File: src/rtl/huffman_pkg.sv
// Shared sizing, table-entry layout and encoder state encoding for the Huffman byte encoder.
// Entry i of the code table is {len, code} with the code right-aligned in its field.
package huffman_pkg;

    localparam int unsigned NUM_SYM  = 10;
    localparam int unsigned LEN_W    = 4;
    localparam int unsigned CODE_W   = 9;
    localparam int unsigned ENTRY_W  = LEN_W + CODE_W;
    localparam int unsigned TABLE_W  = NUM_SYM * ENTRY_W;
    localparam int unsigned SYM_W    = 4;

    localparam int unsigned CODE_LSB = 0;
    localparam int unsigned LEN_LSB  = CODE_W;

    typedef enum logic [2:0] {
        ST_IDLE,
        ST_LOAD,
        ST_READY,
        ST_SHIFT,
        ST_FLUSH,
        ST_DONE
    } enc_state_t;

endpackage

File: src/rtl/huffman_bit_packer.sv
// Collects serial code bits MSB-first into bytes; on flush, zero-pads any partial byte
// and reports how many pad bits were inserted.
module huffman_bit_packer (
    input  logic       clk,
    input  logic       rst_n,
    input  logic       bit_in,
    input  logic       bit_en,
    input  logic       flush,
    output logic [7:0] byte_out,
    output logic       byte_valid,
    output logic [2:0] pad_bits
);

    logic [6:0] acc;
    logic [2:0] count;
    logic [7:0] acc_ext;
    logic [7:0] pad_byte;

    // acc holds the pending `count` bits right-aligned; left-justify them for the final byte.
    always_comb begin
        acc_ext  = {1'b0, acc};
        pad_byte = acc_ext << (4'd8 - {1'b0, count});
    end

    always_ff @(posedge clk) begin
        if (!rst_n) begin
            acc        <= '0;
            count      <= '0;
            byte_out   <= '0;
            byte_valid <= 1'b0;
            pad_bits   <= '0;
        end else begin
            byte_valid <= 1'b0;
            if (bit_en) begin
                if (count == 3'd7) begin
                    byte_out   <= {acc, bit_in};
                    byte_valid <= 1'b1;
                    acc        <= '0;
                    count      <= '0;
                end else begin
                    acc   <= {acc[5:0], bit_in};
                    count <= count + 3'd1;
                end
            end else if (flush) begin
                if (count != 3'd0) begin
                    byte_out   <= pad_byte;
                    byte_valid <= 1'b1;
                    pad_bits   <= 3'(4'd8 - {1'b0, count});
                end else begin
                    pad_bits <= '0;
                end
                acc   <= '0;
                count <= '0;
            end
        end
    end

endmodule

File: src/rtl/huffman_byte_encoder.sv
// Latches the code table once it is valid, then serialises each accepted symbol's code
// one bit per clock into the packer, flushing the final partial byte on the last symbol.
module huffman_byte_encoder
    import huffman_pkg::*;
(
    input  logic               CLK,
    input  logic               nRST,
    input  logic [TABLE_W-1:0] CODE_TABLE,
    input  logic               over,
    input  logic               sym_valid,
    input  logic [SYM_W-1:0]   sym,
    input  logic               sym_last,
    output logic               sym_ready,
    output logic               byte_valid,
    output logic [7:0]         byte_out,
    output logic [2:0]         pad_bits,
    output logic               err,
    output logic               done
);

    enc_state_t          state, state_next;
    logic [TABLE_W-1:0]  table_q;
    logic [CODE_W-1:0]   shifter;
    logic [LEN_W-1:0]    remaining;
    logic                last_q;

    logic [ENTRY_W-1:0]  sel_entry;
    logic [LEN_W-1:0]    sel_len;
    logic [CODE_W-1:0]   sel_code;
    logic [LEN_W-1:0]    sel_shamt;
    logic                sym_bad;

    logic                accept;
    logic                bit_en;
    logic                flush;

    // Out-of-range indices select an all-zero entry, which the length check rejects.
    always_comb begin
        sel_entry = '0;
        for (int unsigned i = 0; i < NUM_SYM; i++) begin
            if (sym == SYM_W'(i)) begin
                sel_entry = table_q[ENTRY_W*i +: ENTRY_W];
            end
        end
        sel_len   = sel_entry[LEN_LSB +: LEN_W];
        sel_code  = sel_entry[CODE_LSB +: CODE_W];
        sel_shamt = LEN_W'(CODE_W) - sel_len;
        sym_bad   = (32'(sym) >= NUM_SYM) || (sel_len == '0) || (32'(sel_len) > CODE_W);
    end

    always_comb begin
        state_next = state;
        sym_ready  = 1'b0;
        accept     = 1'b0;
        bit_en     = 1'b0;
        flush      = 1'b0;
        done       = 1'b0;
        case (state)
            ST_IDLE: begin
                if (over) state_next = ST_LOAD;
            end
            ST_LOAD: begin
                state_next = ST_READY;
            end
            ST_READY: begin
                sym_ready = 1'b1;
                if (sym_valid) begin
                    accept = 1'b1;
                    if (sym_bad) begin
                        if (sym_last) state_next = ST_FLUSH;
                    end else begin
                        state_next = ST_SHIFT;
                    end
                end
            end
            ST_SHIFT: begin
                bit_en = 1'b1;
                if (remaining == LEN_W'(1)) begin
                    state_next = last_q ? ST_FLUSH : ST_READY;
                end
            end
            ST_FLUSH: begin
                flush      = 1'b1;
                state_next = ST_DONE;
            end
            ST_DONE: begin
                done = 1'b1;
            end
            default: begin
                state_next = ST_IDLE;
            end
        endcase
    end

    always_ff @(posedge CLK) begin
        if (!nRST) begin
            state     <= ST_IDLE;
            table_q   <= '0;
            shifter   <= '0;
            remaining <= '0;
            last_q    <= 1'b0;
            err       <= 1'b0;
        end else begin
            state <= state_next;
            err   <= accept && sym_bad;
            if (state == ST_LOAD) begin
                table_q <= CODE_TABLE;
            end
            if (accept && !sym_bad) begin
                // Left-justify the code so the shifter MSB is always the next bit to send.
                shifter   <= sel_code << sel_shamt;
                remaining <= sel_len;
                last_q    <= sym_last;
            end else if (bit_en) begin
                shifter   <= shifter << 1;
                remaining <= remaining - LEN_W'(1);
            end
        end
    end

    huffman_bit_packer u_packer (
        .clk        (CLK),
        .rst_n      (nRST),
        .bit_in     (shifter[CODE_W-1]),
        .bit_en     (bit_en),
        .flush      (flush),
        .byte_out   (byte_out),
        .byte_valid (byte_valid),
        .pad_bits   (pad_bits)
    );

endmodule

File: config.mk
export PLATFORM = sky130hd
export DESIGN_NAME = huffman_byte_encoder
export DESIGN_NICKNAME = d
export VERILOG_FILES = /design/src/rtl/huffman_pkg.sv /design/src/rtl/huffman_bit_packer.sv /design/src/rtl/huffman_byte_encoder.sv
export SDC_FILE = /design/constraint.sdc
export NUM_CORES = 1
export LEC_CHECK = 0
export ABC_CLOCK_PERIOD_IN_PS = 5000
export BUFFER_PORTS_ARGS = -buffer_cell sky130_fd_sc_hd__buf_2
export CAP_MARGIN = 10
export CORE_MARGIN = 2
export CORE_UTILIZATION = 45
export CTS_BUF_LIST = sky130_fd_sc_hd__clkbuf_16
export CTS_CLUSTER_DIAMETER = 120
export DETAILED_ROUTE_END_ITERATION = 12
export HOLD_SLACK_MARGIN = 0.02
export PLACE_DENSITY = 0.76
export SYNTH_ARGS = -nofsm -noshare
export SYNTH_HDL_FRONTEND = slang
export SYNTH_HIERARCHICAL = 1
export SYNTH_SLANG_ARGS = --single-unit
File: constraint.sdc
create_clock -name CLK -period 5 [get_ports CLK]
set_input_delay 0.25 -clock CLK [delete_from_list [all_inputs] [get_ports CLK]]
set_output_delay 0.25 -clock CLK [all_outputs]
set_load 0.01 [all_outputs]
* Yosys cells after proc, flatten, opt, wreduce, memory -nomap -nowiden
Index checks and enable logic that the tools add are counted. W data, S select, Z words.
Cells by class: $add $sub $neg 4, bitwise gates (word level) 2, equality and inequality tests 21, magnitude comparators 2, reductions and logical operators 15, muxes and demuxes 42, shift operators 2
Operators by type and width (count):
- $mux W13 | 10
- $mux W8 | 4
- $mux W3 | 10
- $mux W7 | 3
- $mux W9 | 2
- $pmux W3 S6 | 1
- $eq A4 B3 Y1 const B | 4
- $mux W1 | 10
- $eq A3 B3 Y1 const B | 3
- $shl A9 B4 Y9 | 1
- $eq A4 B1 Y1 const B | 2
- $eq A4 B2 Y1 const B | 2
- $eq A4 B4 Y1 const B | 2
- $logic_not A4 Y1 | 2
- $mux W4 | 2
- $shl A7 B4 Y8 | 1
- $eq A3 B2 Y1 const B | 2
- $ne A2 B2 Y1 const B | 3
- $reduce_bool A2 Y1 | 3
- $reduce_and A5 Y1 | 1
- $ge A4 B4 Y1 const B | 1
- $gt A4 B4 Y1 const B | 1
- $sub A4 B1 Y4 const B | 1
- $sub A4 B3 Y4 const A | 1
- other kinds (13) | 16
Word-level totals: word-level logic and storage cells 99, register bits 170

* Longest topological paths before layout
Gate-level depths: netlist (run 1).
depth after elaboration 17, mapped depth 13, gate-level depth less buffers 10

* By module
Netlist (run 1), hierarchy kept.
By module, submodules not included:
- huffman_byte_encoder | sequential area each 2962.8 um^2, times used 1, cells each 936, area each 7213.2 um^2
- huffman_bit_packer | sequential area each 440.4 um^2, times used 1, cells each 146, area each 1247.4 um^2

* Worst setup path before layout (run 1)
OpenSTA, ideal clock, no wires.
path kind input to register, start input sym[2], end register shifter[0], data required time 4.930 ns, stages on the path 12, buffers on the path 2, arrival time 2.860 ns, setup time 0.070 ns, setup slack 2.070 ns, cells stage by stage buf_2 or3b_2 a211oi_1 a211oi_1 a221oi_4 a21oi_1 ha_1 clkbuf_1 inv_1 and2_1 or3b_1 a21oi_1
Between the ends: longest elaborated chain between the ends 17, elaborated cells between the ends (all ways) 31
Ends and longest elaborated chain:
- start, declared | line huffman_byte_encoder.sv:11 | input logic [SYM_W-1:0] sym,
- branches (longest 17 deep; another with $sub A4 B4 Y4)
- end signal, assigned | line huffman_byte_encoder.sv:111 | shifter <= sel_code << sel_shamt;
- end signal, assigned | line huffman_byte_encoder.sv:115 | shifter <= shifter << 1;
- end, declared | line huffman_byte_encoder.sv:23 | logic [CODE_W-1:0] shifter;
Parallel ways; which one is timed is not known. A chain may end at the register's enable or synchronous reset.

* Worst setup path in the final report (run 1)
start input sym[3], end register shifter[0]
The elaborated chain is that of the path after synthesis.

==> results of run 1 <==
## report_power, final
group / leakage [uW] / internal, uW / total, uW / switching, uW
combinational: 0.00210 / 424 / 1190 / 769
clock: 0.000287 / 786 / 1340 / 558
sequential: 0.00138 / 1610 / 1800 / 193
## worst max-delay path by stage
stage	cells after the start	slack, ns	end
floorplan	12	2.07	shifter[0]
global placement	11	1.33	shifter[0]
detailed placement	11	1.31	shifter[0]
CTS	11	1.75	shifter[0]
global route	11	1.42	shifter[0]
finish	11	1.66	shifter[0]
## metal layers
metal,vias up,wire length [um],GRT usage
met5,-,0,0
li1,3927,-,-
met1,3616,10600,0.315
met3,34,1490,0.0479
met2,300,10800,0.374
met4,0,464,0.0663
## layout make-up
| class | instances | share of cell area |
|---|---|---|
| multi-input cells | 808 | 0.471 |
| clock inverters | 15 | 0.0176 |
| clock buffers | 17 | 0.0433 |
| repair buffers | 159 | 0.0826 |
| well taps | 234 | 0.0298 |
| flip-flops and latches | 170 | 0.347 |
| inverters | 23 | 0.00905 |
## through the flow
stage               cells  total power [uW]   util  setup WS (ns)  area [um2]
global placement     1394              2990  0.496           1.33        9220
CTS                  1426              4350  0.528           1.75        9820
finish               1426              4340  0.528           1.66        9820
floorplan            1082              2680      -           2.07        8460
global route         1426              4580  0.528           1.42        9820
detailed placement   1394              3010  0.496           1.31        9220
## cells by family after synthesis
| kind of cell | after synthesis | share of synthesized area |
|---|---|---|
| AND/OR/NAND/NOR | 454 | 0.240 |
| AO/OA/AOI/OAI | 288 | 0.218 |
| flip-flops | 170 | 0.402 |
| buffers and inverters | 104 | 0.0525 |
| multiplexers | 53 | 0.0708 |
| adder cells (fa/ha/maj) | 8 | 0.0118 |
| XOR/XNOR | 5 | 0.00518 |
## critical path, stage by stage
cell	delay, ns
buf_2	0.46
or3b_1	0.58
nor2_1	0.34
a211oi_1	0.13
a221oi_4	0.51
a21oi_1	0.12
ha_1	0.43
inv_1	0.14
and2_1	0.22
or3b_1	0.37
a21oi_1	0.12
## flip-flops by register name, summed over array words and instances, names as in the netlist
signal / flops
err: 1
last_q: 1
remaining: 4
shifter: 9
state: 3
table_q: 130
u_packer/acc: 7
u_packer/byte_out: 8
u_packer/byte_valid: 1
u_packer/count: 3
u_packer/pad_bits: 3
## cells in the final DEF, fill, tap and decap left out, types with 9 or more instances in the layout
| cell type | instances |
|---|---|
| a21oi_1 | 149 |
| inv_1 | 20 |
| nor2_1 | 32 |
| nor3_1 | 16 |
| o22ai_1 | 9 |
| and2_1 | 13 |
| nand2b_1 | 12 |
| mux2i_1 | 37 |
| clkbuf_16 | 17 |
| o21ai_0 | 30 |
| mux2_2 | 11 |
| nand2_1 | 312 |
| dfxtp_1 | 170 |
| o32ai_1 | 10 |
| nand3_1 | 11 |
| buf_2 | 153 |
| nor2b_1 | 9 |
==> impl_metrics.toml, run 1 <==
[floorplanning]
die_h_um = 141
dieArea_um2 = 19900
die_w_um = 141
start_util = 0.455
core_um2 = 18600
ios = 154
rows = 50

[clocking]
ctsHoldBuffers = 0
cts_max_level = 4
ctsLongestPathBuffers = 2
clock_latency_ns = 0.43
clk_pin_slew_ns = 0.07
clkSinkCount = 170
cts_tree = "yes"
cts_made_buffers = 17
post_cts_resized = 0
cts_setup_buffers = 0
cts-root-buf = "clkbuf_16"

[yosys]
syn_area_per_cell_um2 = 7.82
syn_area_um2 = 8460
synth_ff_type = "dfxtp_1"
netlist_top_cells_count = "nand2_1, dfxtp_1, a21oi_1, clkbuf_1, mux2i_1"
syn_inst = 1082
yosys_warnings = 6
yosys.cell_types.count = 78
ys_async_sr_fraction = 0
synth_fp_nets = 1229
synth_area_leaders = "dfxtp_1, nand2_1, a21oi_1"
ys_seq_area_frac = 0.402
ys_ff_latch = 170
synth_edf_count = 0
synthDominantCellAreaShare = 0.402
yosys.area.top_type = "dfxtp_1"
yosysMostFrequentCell = "nand2_1"

[sta]
period_needed_ns = 3.34
fmax_mhz = 300
maxSlewHeadroom = 0.402
min_period_over_period = 0.668
finalSetupViolations = 0
fin_tns_setup_ns = 0
clock_skew_ns = 0.0133
slew_viol_final = 0
tightestPinTransition_ns = 0.897
whs_ns = 0.0509
hold_viol = 0
rsz0062_at_grt = "false"

[placed_design]
port-buffer-count = 153
dp_hpwl_mm = 16.7
place_congestion = 0.988

[setup_path]
crit_path_start_kind = "primary input"
r2r_slack_ns = 1.89
cp-end-kind = "flip-flop"
cp.required_ns = 5.35
crit_arrival_ns = 3.69
r2r_end = "shifter[0]"
crit_start = "sym[3]"
rr_startpoint = "table_q[24]"
crit_fanout = 35
r2r.worst_path.cells = 10
critPathKind = "in2reg"

[routing]
viasPerCell = 5.52
postRouteAntennaNets = 0
wl_mm = 23.3
detail_route.drc_violations = 0
drt-pass1-iter-count = 6
vias = 7877
wl_per_cell_um = 16.3
initialDrtViolationCount = 909

[final_layout]
final-seq-area_um2 = 3400
drive_above_1_share = 0.201
diodes = 0
layout.nets = 1326
multi_input_area_um2 = 4620
n_fill_cell = 1726
area.growth.synth_to_final_pct = 16.0

[global_route]
grt.total_usage = 0.232
grt_pass1_wl_mm = 36.8
grt_max_degree = 91
grt_pass1_vias = 7223
antenna_found_initial = 0
grt.overflow.total = 0

[hold_path]
hp-class = "in2reg"
holdPathStages = 3
hold_end = "table_q[126]"
worstHoldStart = "CODE_TABLE[126]"

[pwr]
ir_worst_vdd_mv = 0.311
p_per_area_nw_per_um2 = 442
p_leak_uw = 0.00377

[flow_run]
max-cap-violations = 0

[run_status]
status = "finished, final reports clean"
Note: power is estimated with default switching activity, not from simulation.
==> run 2, diff against run 1 <==
- ABC_CLOCK_PERIOD_IN_PS: 5000 -> 3400
- clock period: 5 -> 3.4 ns (I/O delays scaled with it)
==> run 2 against run 1 <==
- design area up 14%
- worst hold slack worse by 0.030 ns
- wire length up 16%
- global-route usage up 3.7 points
- worst setup slack worse by 1.2 ns
==> impl_metrics.toml, run 2 (same netlist as run 1, synthesis figures left out) <==
[global_route]
grt_max_degree = 80
grt.total_usage = 0.269
grt.overflow.total = 0
antenna_found_initial = 1
grt_pass1_wl_mm = 42.4
grt_pass1_vias = 8345

[final_layout]
area.growth.synth_to_final_pct = 32.3
largest_register_ffs = 130
stdcell_area_um2 = 11200
drive_above_1_share = 0.190
top_register = "table_q"
post-route-util = 0.602
fin_cells = 1569
layout.nets = 1468
final_common_cell = "nand2_1"
reg_top3 = "table_q: 130 flops, shifter: 9 flops, u_packer/byte_out: 8 flops"
mostFrequentLayoutCells = "nand2_1, dfxtp_1, buf_2"

[pwr]
ir_worst_vdd_mv = 0.480
p_per_area_nw_per_um2 = 580
p_leak_uw = 0.00436

[clocking]
cts_max_level = 4
clock_latency_ns = 0.43
clk_pin_slew_ns = 0.07
ctsLongestPathBuffers = 2
ctsHoldBuffers = 125
cts_made_buffers = 17
post_cts_resized = 0
clkSinkCount = 170
cts_setup_buffers = 0
cts-root-buf = "clkbuf_16"
cts_tree = "yes"

[routing]
vias = 8690
wl_mm = 27.0
drt-pass1-iter-count = 6
wl_per_cell_um = 17.2
viasPerCell = 5.54
detail_route.drc_violations = 0
initialDrtViolationCount = 965
postRouteAntennaNets = 0

[flow_run]
max-cap-violations = 0

[sta]
rsz0062_at_grt = "false"
hold_viol = 0
fin_tns_setup_ns = 0
slew_viol_final = 0
min_period_over_period = 0.851
fmax_mhz = 345
maxSlewHeadroom = 0.453
finalSetupViolations = 0
fin_ws_ns = 0.505
tightestPinTransition_ns = 0.820
period_needed_ns = 2.89
clock_skew_ns = 0.0108

[floorplanning]
rows = 50
die_w_um = 141
ios = 154
start_util = 0.455
core_um2 = 18600
dieArea_um2 = 19900
die_h_um = 141

[setup_path]
crit_start = "table_q[24]"
crit_fanout = 8
cp.required_ns = 3.75
crit_arrival_ns = 3.25
crit_path_start_kind = "flip-flop"
cp-end-kind = "flip-flop"
critPathKind = "reg2reg"
rr_startpoint = "table_q[24]"

[hold_path]
worstHoldStart = "CODE_TABLE[101]"
hp-class = "in2reg"

[placed_design]
place_congestion = 0.968
place_ws_ns = 0.298
placed_cell_area_um2 = 9370
port-buffer-count = 153
dp_hpwl_mm = 17.1
place_inst = 1409

[run_status]
status = "finished, final reports clean"
run 2: worst paths after layout:
check / slack (ns) / cells after the start / endpoint
setup / recovery: 0.51 / 10 / shifter[0]
hold / removal: 0.02 / 3 / table_q[101]
setup reg to reg: 0.51 / 10 / shifter[0]
hold reg to reg: 0.45 / 2 / u_packer/pad_bits[0]
run 2: routing by layer:
metal | wire, um | share of wire | GRT usage | vias up
met4 | 883 | 0.033 | 0.100 | 2
met2 | 12900 | 0.48 | 0.452 | 319
li1 | - | - | - | 4213
met5 | 13 | 0.00048 | 0 | -
met3 | 1680 | 0.062 | 0.0605 | 72
met1 | 11500 | 0.43 | 0.339 | 4084
run 2: critical path, stage by stage, from the launching register on:
cell and delay [ns]:
dfxtp_1 0.38, or3b_2 0.46, a211oi_1 0.23, a211oi_1 0.11
a221oi_4 0.29, a21oi_1 0.11, ha_1 0.41, inv_1 0.15
and2_1 0.20, or3b_1 0.36, a21oi_1 0.12
run 2: where the power goes:
group          internal, uW  leakage [uW]  switching (uW)
clock network          1000      0.000258             830
logic                   776       0.00271            1230
registers              2370       0.00138             292
total                  4150       0.00436            2350
run 2: area by class of cell:
cell class / count / area [um2]
Timing Repair Buffer: 301 / 2230
Multi-Input combinational cell: 808 / 4620
Tap cell: 234 / 293
Clock inverter: 15 / 125
Fill cell: 1552 / 7390
Sequential cell: 170 / 3400
Inverter: 23 / 88.8
Antenna cell: 1 / 2.50
Clock buffer: 17 / 425
run 2: through the flow:
step,hold WS (ns),total power (uW)
CTS,0.0214,6430
global placement,0.415,4470
global route,0.0326,6820
floorplan,0.306,3930
finish,0.0206,6490
detailed placement,0.417,4500
